### config.mk
export PLATFORM = sky130hd
export DESIGN_NAME = everloop_rx
export DESIGN_NICKNAME = d
export VERILOG_FILES = /design/src/rtl/everloop_pkg.sv /design/src/rtl/everloop_sync.sv /design/src/rtl/everloop_rx.sv
export SDC_FILE = /design/constraint.sdc
export NUM_CORES = 1
export LEC_CHECK = 0
export BUFFER_PORTS_ARGS = -buffer_cell sky130_fd_sc_hd__buf_2
export CAP_MARGIN = 20
export CORE_MARGIN = 10
export CORE_UTILIZATION = 45
export DETAILED_ROUTE_END_ITERATION = 12
export GPL_TIMING_DRIVEN = 0
export MAX_ROUTING_LAYER = met4
export PLACE_DENSITY = 0.62
export SYNTH_ARGS = -nofsm -noshare
export SYNTH_HDL_FRONTEND = slang
export SYNTH_SLANG_ARGS = --single-unit
### constraint.sdc
create_clock -name clk -period 2.4 [get_ports clk]
set_input_delay 0.12 -clock clk [delete_from_list [all_inputs] [get_ports clk]]
set_output_delay 0.12 -clock clk [all_outputs]
set_load 0.01 [all_outputs]
### src/rtl/everloop_pkg.sv
// Shared constants for the Everloop single-wire LED link: FSM encodings,
// receiver timing defaults and the transmitter pulse widths they must agree with.
package everloop_pkg;

  localparam logic [1:0] ST_SYNC = 2'd0;
  localparam logic [1:0] ST_IDLE = 2'd1;
  localparam logic [1:0] ST_HIGH = 2'd2;
  localparam logic [1:0] ST_LOW  = 2'd3;

  localparam int CNT_W_DEF      = 15;
  localparam int T_GLITCH_DEF   = 8;
  localparam int T_ONE_DEF      = 23;
  localparam int T_HIGH_MAX_DEF = 60;
  localparam int T_RESET_DEF    = 300;
  localparam int MAX_BYTES_DEF  = 141;

  // Transmitter symbol widths in clk cycles; T_ONE sits between the two high widths.
  localparam int TX_T1H = 32;
  localparam int TX_T1L = 30;
  localparam int TX_T0H = 17;
  localparam int TX_T0L = 45;

endpackage

### src/rtl/everloop_sync.sv
// Two-flop synchronizer for the asynchronous data line plus a delayed copy
// used to form one-cycle rise and fall strobes.
module everloop_sync (
  input  logic clk,
  input  logic rst,
  input  logic d_i,
  output logic s_o,
  output logic rise_o,
  output logic fall_o
);

  logic meta_q;
  logic s_q;
  logic prev_q;

  // Synchronizer chain and edge-detect history register
  always_ff @(posedge clk or negedge rst) begin
    if (!rst) begin
      meta_q <= 1'b0;
      s_q    <= 1'b0;
      prev_q <= 1'b0;
    end else begin
      meta_q <= d_i;
      s_q    <= meta_q;
      prev_q <= s_q;
    end
  end

  assign s_o    = s_q;
  assign rise_o = s_q & ~prev_q;
  assign fall_o = ~s_q & prev_q;

endmodule

### src/rtl/everloop_rx.sv
// Everloop stream receiver: measures high-pulse widths, decodes bits MSB first
// into bytes, writes them to RGB memory and reports frame boundaries and errors.
module everloop_rx
  import everloop_pkg::*;
#(
  parameter int CNT_W      = CNT_W_DEF,
  parameter int T_GLITCH   = T_GLITCH_DEF,
  parameter int T_ONE      = T_ONE_DEF,
  parameter int T_HIGH_MAX = T_HIGH_MAX_DEF,
  parameter int T_RESET    = T_RESET_DEF,
  parameter int MAX_BYTES  = MAX_BYTES_DEF
) (
  input  logic       clk,
  input  logic       rst,
  input  logic       everloop_d,
  output logic [7:0] address,
  output logic [7:0] data_RGB,
  output logic       we,
  output logic       frame_done,
  output logic [7:0] frame_len,
  output logic       frame_err,
  output logic       err
);

  localparam logic [CNT_W-1:0] CNT_ZERO   = '0;
  localparam logic [CNT_W-1:0] CNT_ONE    = CNT_W'(1);
  localparam logic [CNT_W-1:0] GLITCH_C   = CNT_W'(T_GLITCH);
  localparam logic [CNT_W-1:0] ONE_C      = CNT_W'(T_ONE);
  localparam logic [CNT_W-1:0] HIGH_MAX_C = CNT_W'(T_HIGH_MAX);
  localparam logic [CNT_W-1:0] GAP_C      = CNT_W'(T_RESET - 1);
  localparam logic [7:0]       MAX_B_C    = 8'(MAX_BYTES);

  function automatic logic [CNT_W-1:0] sat_inc(input logic [CNT_W-1:0] v);
    return (&v) ? v : v + CNT_ONE;
  endfunction

  logic s_s, rise_s, fall_s;

  everloop_sync u_sync (
    .clk   (clk),
    .rst   (rst),
    .d_i   (everloop_d),
    .s_o   (s_s),
    .rise_o(rise_s),
    .fall_o(fall_s)
  );

  logic [1:0]       state_q, state_d;
  logic [CNT_W-1:0] cnt_q, cnt_d;
  logic [3:0]       bit_cnt_q, bit_cnt_d;
  logic [7:0]       shift_q, shift_d;
  logic [7:0]       byte_idx_q, byte_idx_d;
  logic             ovf_q, ovf_d;
  logic [7:0]       address_q, address_d;
  logic [7:0]       data_q, data_d;
  logic             we_q, we_d;
  logic             done_q, done_d;
  logic [7:0]       len_q, len_d;
  logic             ferr_q, ferr_d;
  logic             err_q, err_d;
  logic [7:0]       new_byte_s;

  assign new_byte_s = {shift_q[6:0], (cnt_q >= ONE_C)};

  // Next-state: pulse classification, byte assembly and frame bookkeeping
  always_comb begin
    state_d    = state_q;
    cnt_d      = cnt_q;
    bit_cnt_d  = bit_cnt_q;
    shift_d    = shift_q;
    byte_idx_d = byte_idx_q;
    ovf_d      = ovf_q;
    address_d  = address_q;
    data_d     = data_q;
    we_d       = 1'b0;
    done_d     = 1'b0;
    len_d      = len_q;
    ferr_d     = ferr_q;
    err_d      = 1'b0;
    case (state_q)
      ST_SYNC: begin
        if (s_s) begin
          cnt_d = CNT_ZERO;
        end else if (cnt_q >= GAP_C) begin
          cnt_d   = CNT_ZERO;
          state_d = ST_IDLE;
        end else begin
          cnt_d = sat_inc(cnt_q);
        end
      end
      ST_IDLE: begin
        if (rise_s) begin
          cnt_d   = CNT_ONE;
          state_d = ST_HIGH;
        end else begin
          cnt_d = CNT_ZERO;
        end
      end
      ST_HIGH: begin
        // Over-long width is caught even on the cycle the line finally falls
        if ((cnt_q > HIGH_MAX_C) || (fall_s && (cnt_q < GLITCH_C))) begin
          err_d      = 1'b1;
          cnt_d      = CNT_ZERO;
          bit_cnt_d  = 4'd0;
          shift_d    = 8'd0;
          byte_idx_d = 8'd0;
          ovf_d      = 1'b0;
          state_d    = ST_SYNC;
        end else if (fall_s) begin
          shift_d = new_byte_s;
          cnt_d   = CNT_ONE;
          state_d = ST_LOW;
          if (bit_cnt_q == 4'd7) begin
            bit_cnt_d = 4'd0;
            if (byte_idx_q < MAX_B_C) begin
              we_d       = 1'b1;
              address_d  = byte_idx_q;
              data_d     = new_byte_s;
              byte_idx_d = byte_idx_q + 8'd1;
            end else begin
              ovf_d = 1'b1;
            end
          end else begin
            bit_cnt_d = bit_cnt_q + 4'd1;
          end
        end else begin
          cnt_d = sat_inc(cnt_q);
        end
      end
      ST_LOW: begin
        if (rise_s) begin
          cnt_d   = CNT_ONE;
          state_d = ST_HIGH;
        end else if (cnt_q >= GAP_C) begin
          if ((byte_idx_q != 8'd0) || (bit_cnt_q != 4'd0)) begin
            done_d = 1'b1;
            len_d  = byte_idx_q;
            ferr_d = (bit_cnt_q != 4'd0) | ovf_q;
          end else begin
            done_d = 1'b0;
          end
          cnt_d      = CNT_ZERO;
          bit_cnt_d  = 4'd0;
          shift_d    = 8'd0;
          byte_idx_d = 8'd0;
          ovf_d      = 1'b0;
          state_d    = ST_IDLE;
        end else begin
          cnt_d = sat_inc(cnt_q);
        end
      end
      default: begin
        cnt_d   = CNT_ZERO;
        state_d = ST_SYNC;
      end
    endcase
  end

  // State and registered outputs
  always_ff @(posedge clk or negedge rst) begin
    if (!rst) begin
      state_q    <= ST_SYNC;
      cnt_q      <= CNT_ZERO;
      bit_cnt_q  <= 4'd0;
      shift_q    <= 8'd0;
      byte_idx_q <= 8'd0;
      ovf_q      <= 1'b0;
      address_q  <= 8'd0;
      data_q     <= 8'd0;
      we_q       <= 1'b0;
      done_q     <= 1'b0;
      len_q      <= 8'd0;
      ferr_q     <= 1'b0;
      err_q      <= 1'b0;
    end else begin
      state_q    <= state_d;
      cnt_q      <= cnt_d;
      bit_cnt_q  <= bit_cnt_d;
      shift_q    <= shift_d;
      byte_idx_q <= byte_idx_d;
      ovf_q      <= ovf_d;
      address_q  <= address_d;
      data_q     <= data_d;
      we_q       <= we_d;
      done_q     <= done_d;
      len_q      <= len_d;
      ferr_q     <= ferr_d;
      err_q      <= err_d;
    end
  end

  assign address    = address_q;
  assign data_RGB   = data_q;
  assign we         = we_q;
  assign frame_done = done_q;
  assign frame_len  = len_q;
  assign frame_err  = ferr_q;
  assign err        = err_q;

endmodule

==> reports/summary.txt <==
Status: complete, no violations
Die boundary height: 106 um
H-Tree Level Count: 3
Yosys reg bits: 68
Max-cap check violation count: 0
Largest area contributor in the netlist: dfrtp_1
Multi-input combinational cell area: 0.00156 sq mm
Data required time at the worst endpoint: 2.67 ns
Final-layout fill cell count: 675
Global routing usage on met1: 16.1%
TritonCTS clock tree: built
Minimum setup slack among reg-to-reg paths: 0.05 ns
Wire length of the first global-routing pass: 12.0 mm
Slew of the pin with the lowest slew margin: 0.849 ns
Leading post-synthesis cells by cell area: dfrtp_1 51%, mux2_2 6.1%, o21ai_0 3.6%
Worst path bufs/invs: 2
Area of the mapped netlist: 0.00332 sq mm
Core outline area: 0.00721 sq mm
Storage element area: 0.00170 sq mm
DIE AREA: 0.0112 sq mm
Maximum number of pins on one net before global-route repair: 69
Remaining global-route overflow: 0
Placed cell count: 443
Busiest metal layer after global routing: met2
Count of input and output buffers: 30
Delay of the slowest cell on the worst path: 0.43 ns
Met3 routing resource usage after global routing: 3.80%
Min-Delay Path Class: flop to flop
Skew final: 0.00465 ns
Root cell of the clock tree: clkbuf_8
GPL Wtd Cong: 0.858
Time the final worst path needs with I/O delays and setup: 2.35 ns
Critical R2R Launch: cnt_q[0]
Final Hold Vio Count: 0
Crit path depth: 8
Beginning of the critical path: cnt_q[0]
Per-cell routed wire length: 15.1 um
Worst Path Max Fanout: 5
Per-instance average area after synthesis: 10.8 sq um
Total clock buffers created by CTS: 9
Fraction of layout instances using a drive strength above 1: 27.3%
Leading register cell type out of synthesis: dfrtp_1
IO Pins: 31
Proportion of synthesized chip area in sequential cells: 51.2%
Reg2Reg Capture Point: ovf_q
Initial core utilization: 46.1%
Unique masters post-synth: 55
Number of DRC markers after the initial detailed-route iteration: 95
Most frequent cell after synthesis: dfrtp_1
Max-slew headroom at the worst pin: 42.9%
Layout Cells excl Fill: 465
Fraction of synthesized cell area taken by the top area cell type: 51.2%
Tcrit/Tclk final: 98.0%
Die W: 106 um
Clock latency reported for the late side of the worst-skew pair: 0.35 ns
Number of global-route vias before repair: 2432
Ys Warns: 0
Maximum VDD drop: 0.455 mV
Worst reg-to-reg path cell count: 8
Max-slew violation count: 0
Worst hold path startpoint: u_sync.meta_q
Via count of the routed design: 2475
Arrival @ worst endpoint: 2.62 ns
Clock Sink Count: 68
Post-synth EDFFs: 0
Detail Route Antenna Nets: 0
Total Routed Length: 7.03 mm
Number of nets in the layout: 371
Largest buffer count on any clock path: 2
Per-cell via count in the routed design: 5.32
Final critical-path setup slack: 0.0472 ns
Router iterations before antenna repair: 4
Clk slew on worst S/H paths: 0.07 ns
Crit path capture: ovf_q
Initial antenna violation count: 0
Number of standard cells after synthesis: 309
Gate family responsible for the most delay along the worst path: compound AO/OA/AOI/OAI gates
CP Capture Type: flop
Critical Path Source Type: flop
Finish-stage setup viols: 0
Lkg Pwr: 1.82 nW
Crit-path slowest cell: dfrtp_2
Commonest cells in the synthesized netlist: 68 x dfrtp_1, 24 x o21ai_0, 22 x nor2_1, 20 x nand2_1, 18 x mux2_2
GRT met2 Usage: 20.0%
Startpoint-to-endpoint class of the critical path: flop to flop
Power density over the cells: 563 mW/mm^2
Drt drc: 0
Detail Placement HPWL: 4.67 mm
List of cells traversed by the critical path: ha_4 > buf_6 > or3b_4 > a2111oi_4 > a311oi_2 > clkdlybuf4s15_2 > a211oi_1 > a2bb2oi_1
Fmax: 0.425 GHz
Area added between synthesis and finish: 18.9%
Number of antenna repair diodes: 0
Async set-reset flop share out of synthesis: 100%
Global-route usage over all layers: 13.3%
Total number of placement rows: 31
Worst-case setup slack after placement: -0.0702 ns
==> cell usage in the layout (no fill, tap or decap), drive strengths merged, types with 6 or more instances in the layout <==
master / n
o21ai: 24
nand2b: 7
nor4: 8
buf: 44
a211oi: 8
nor2: 22
o31ai: 6
nor3: 9
inv: 13
clkbuf: 19
ha: 7
a21oi: 7
dfrtp: 68
conb: 6
mux2: 24
nand3: 12
nand2: 21
==> power breakdown <==
group	internal, mW	total [mW]	leakage, nW	switching (mW)
Combinational	0.0403	0.120	0.800	0.0794
Sequential	1.16	1.18	0.921	0.0132
Clock	0.507	0.927	0.100	0.420
Total	1.71	2.22	1.82	0.512
==> per-stage QoR <==
step	setup TNS [ns]	hold slack (ns)	utilization, %	total power [mW]	instance area [sq um]
final	0	0.353	54.8	2.22	3950
after global routing	-0.0412	0.368	54.8	2.32	3950
after detailed placement	-0.535	0.234	50.2	1.30	3620
after floorplan	0	-0.176	-	1.26	3340
after global placement	-0.349	0.229	50.1	1.30	3620
after CTS	0	0.358	53.3	2.23	3850
==> how the worst min path moves through the flow <==
stage                               end  slack [ns]  depth (start not counted)
final                        u_sync.s_o        0.35                          0
after global routing         u_sync.s_o        0.37                          0
after CTS                    u_sync.s_o        0.36                          0
after detailed placement  u_sync.meta_q        0.23                          1
after global placement    u_sync.meta_q        0.23                          1
after floorplan              address[0]       -0.18                          0
==> final cells by class <==
type | count | share of cell area (%)
sequential | 68 | 43.1
multi-input combinational | 215 | 39.5
timing repair buffer | 37 | 5.41
clock buffer | 12 | 3.67
tap | 99 | 3.13
buffer | 17 | 2.75
clock inverter | 4 | 1.23
inverter | 13 | 1.23
==> flip-flops by register name, indices dropped and copies added, names as in the netlist <==
name and flops:
u_sync.prev_q 1, frame_done 1, u_sync.s_o 1, frame_len 8, ovf_q 1, data_RGB 8, shift_q 7, err 1
cnt_q 15, address 8, state_q 2, u_sync.meta_q 1, bit_cnt_q 4, frame_err 1, we 1, byte_idx_q 8
==> kinds of logic after synthesis <==
kind of cell | after synthesis | share of synthesized area, %
AOI/OAI and AO/OA | 66 | 13.2
xor gates and xnor gates | 5 | 1.32
adders and majority gates | 7 | 2.63
buffers and inverters | 31 | 4.55
DFF | 68 | 51.2
muxes | 26 | 9.41
other | 1 | 0.113
and+or+nand+nor | 105 | 17.6
==> per-layer routing <==
layer,routed length (um),vias up,share of wire (%)
li1,-,1212,-
met1,3200,1201,46
met2,3330,51,47
met3,366,11,5.2
met4,127,0,1.8
met5,0,-,0
==> what timing repair did <==
action	in CTS	in global routing
gates resized for setup	2	18
pin swaps	0	2
cloned	0	1
hold buffers	2	0
buffers inserted	1	3
hold endpoints to repair	69	0
setup endpoints to repair	16	34
Note: power is estimated with default switching activity, not from simulation.
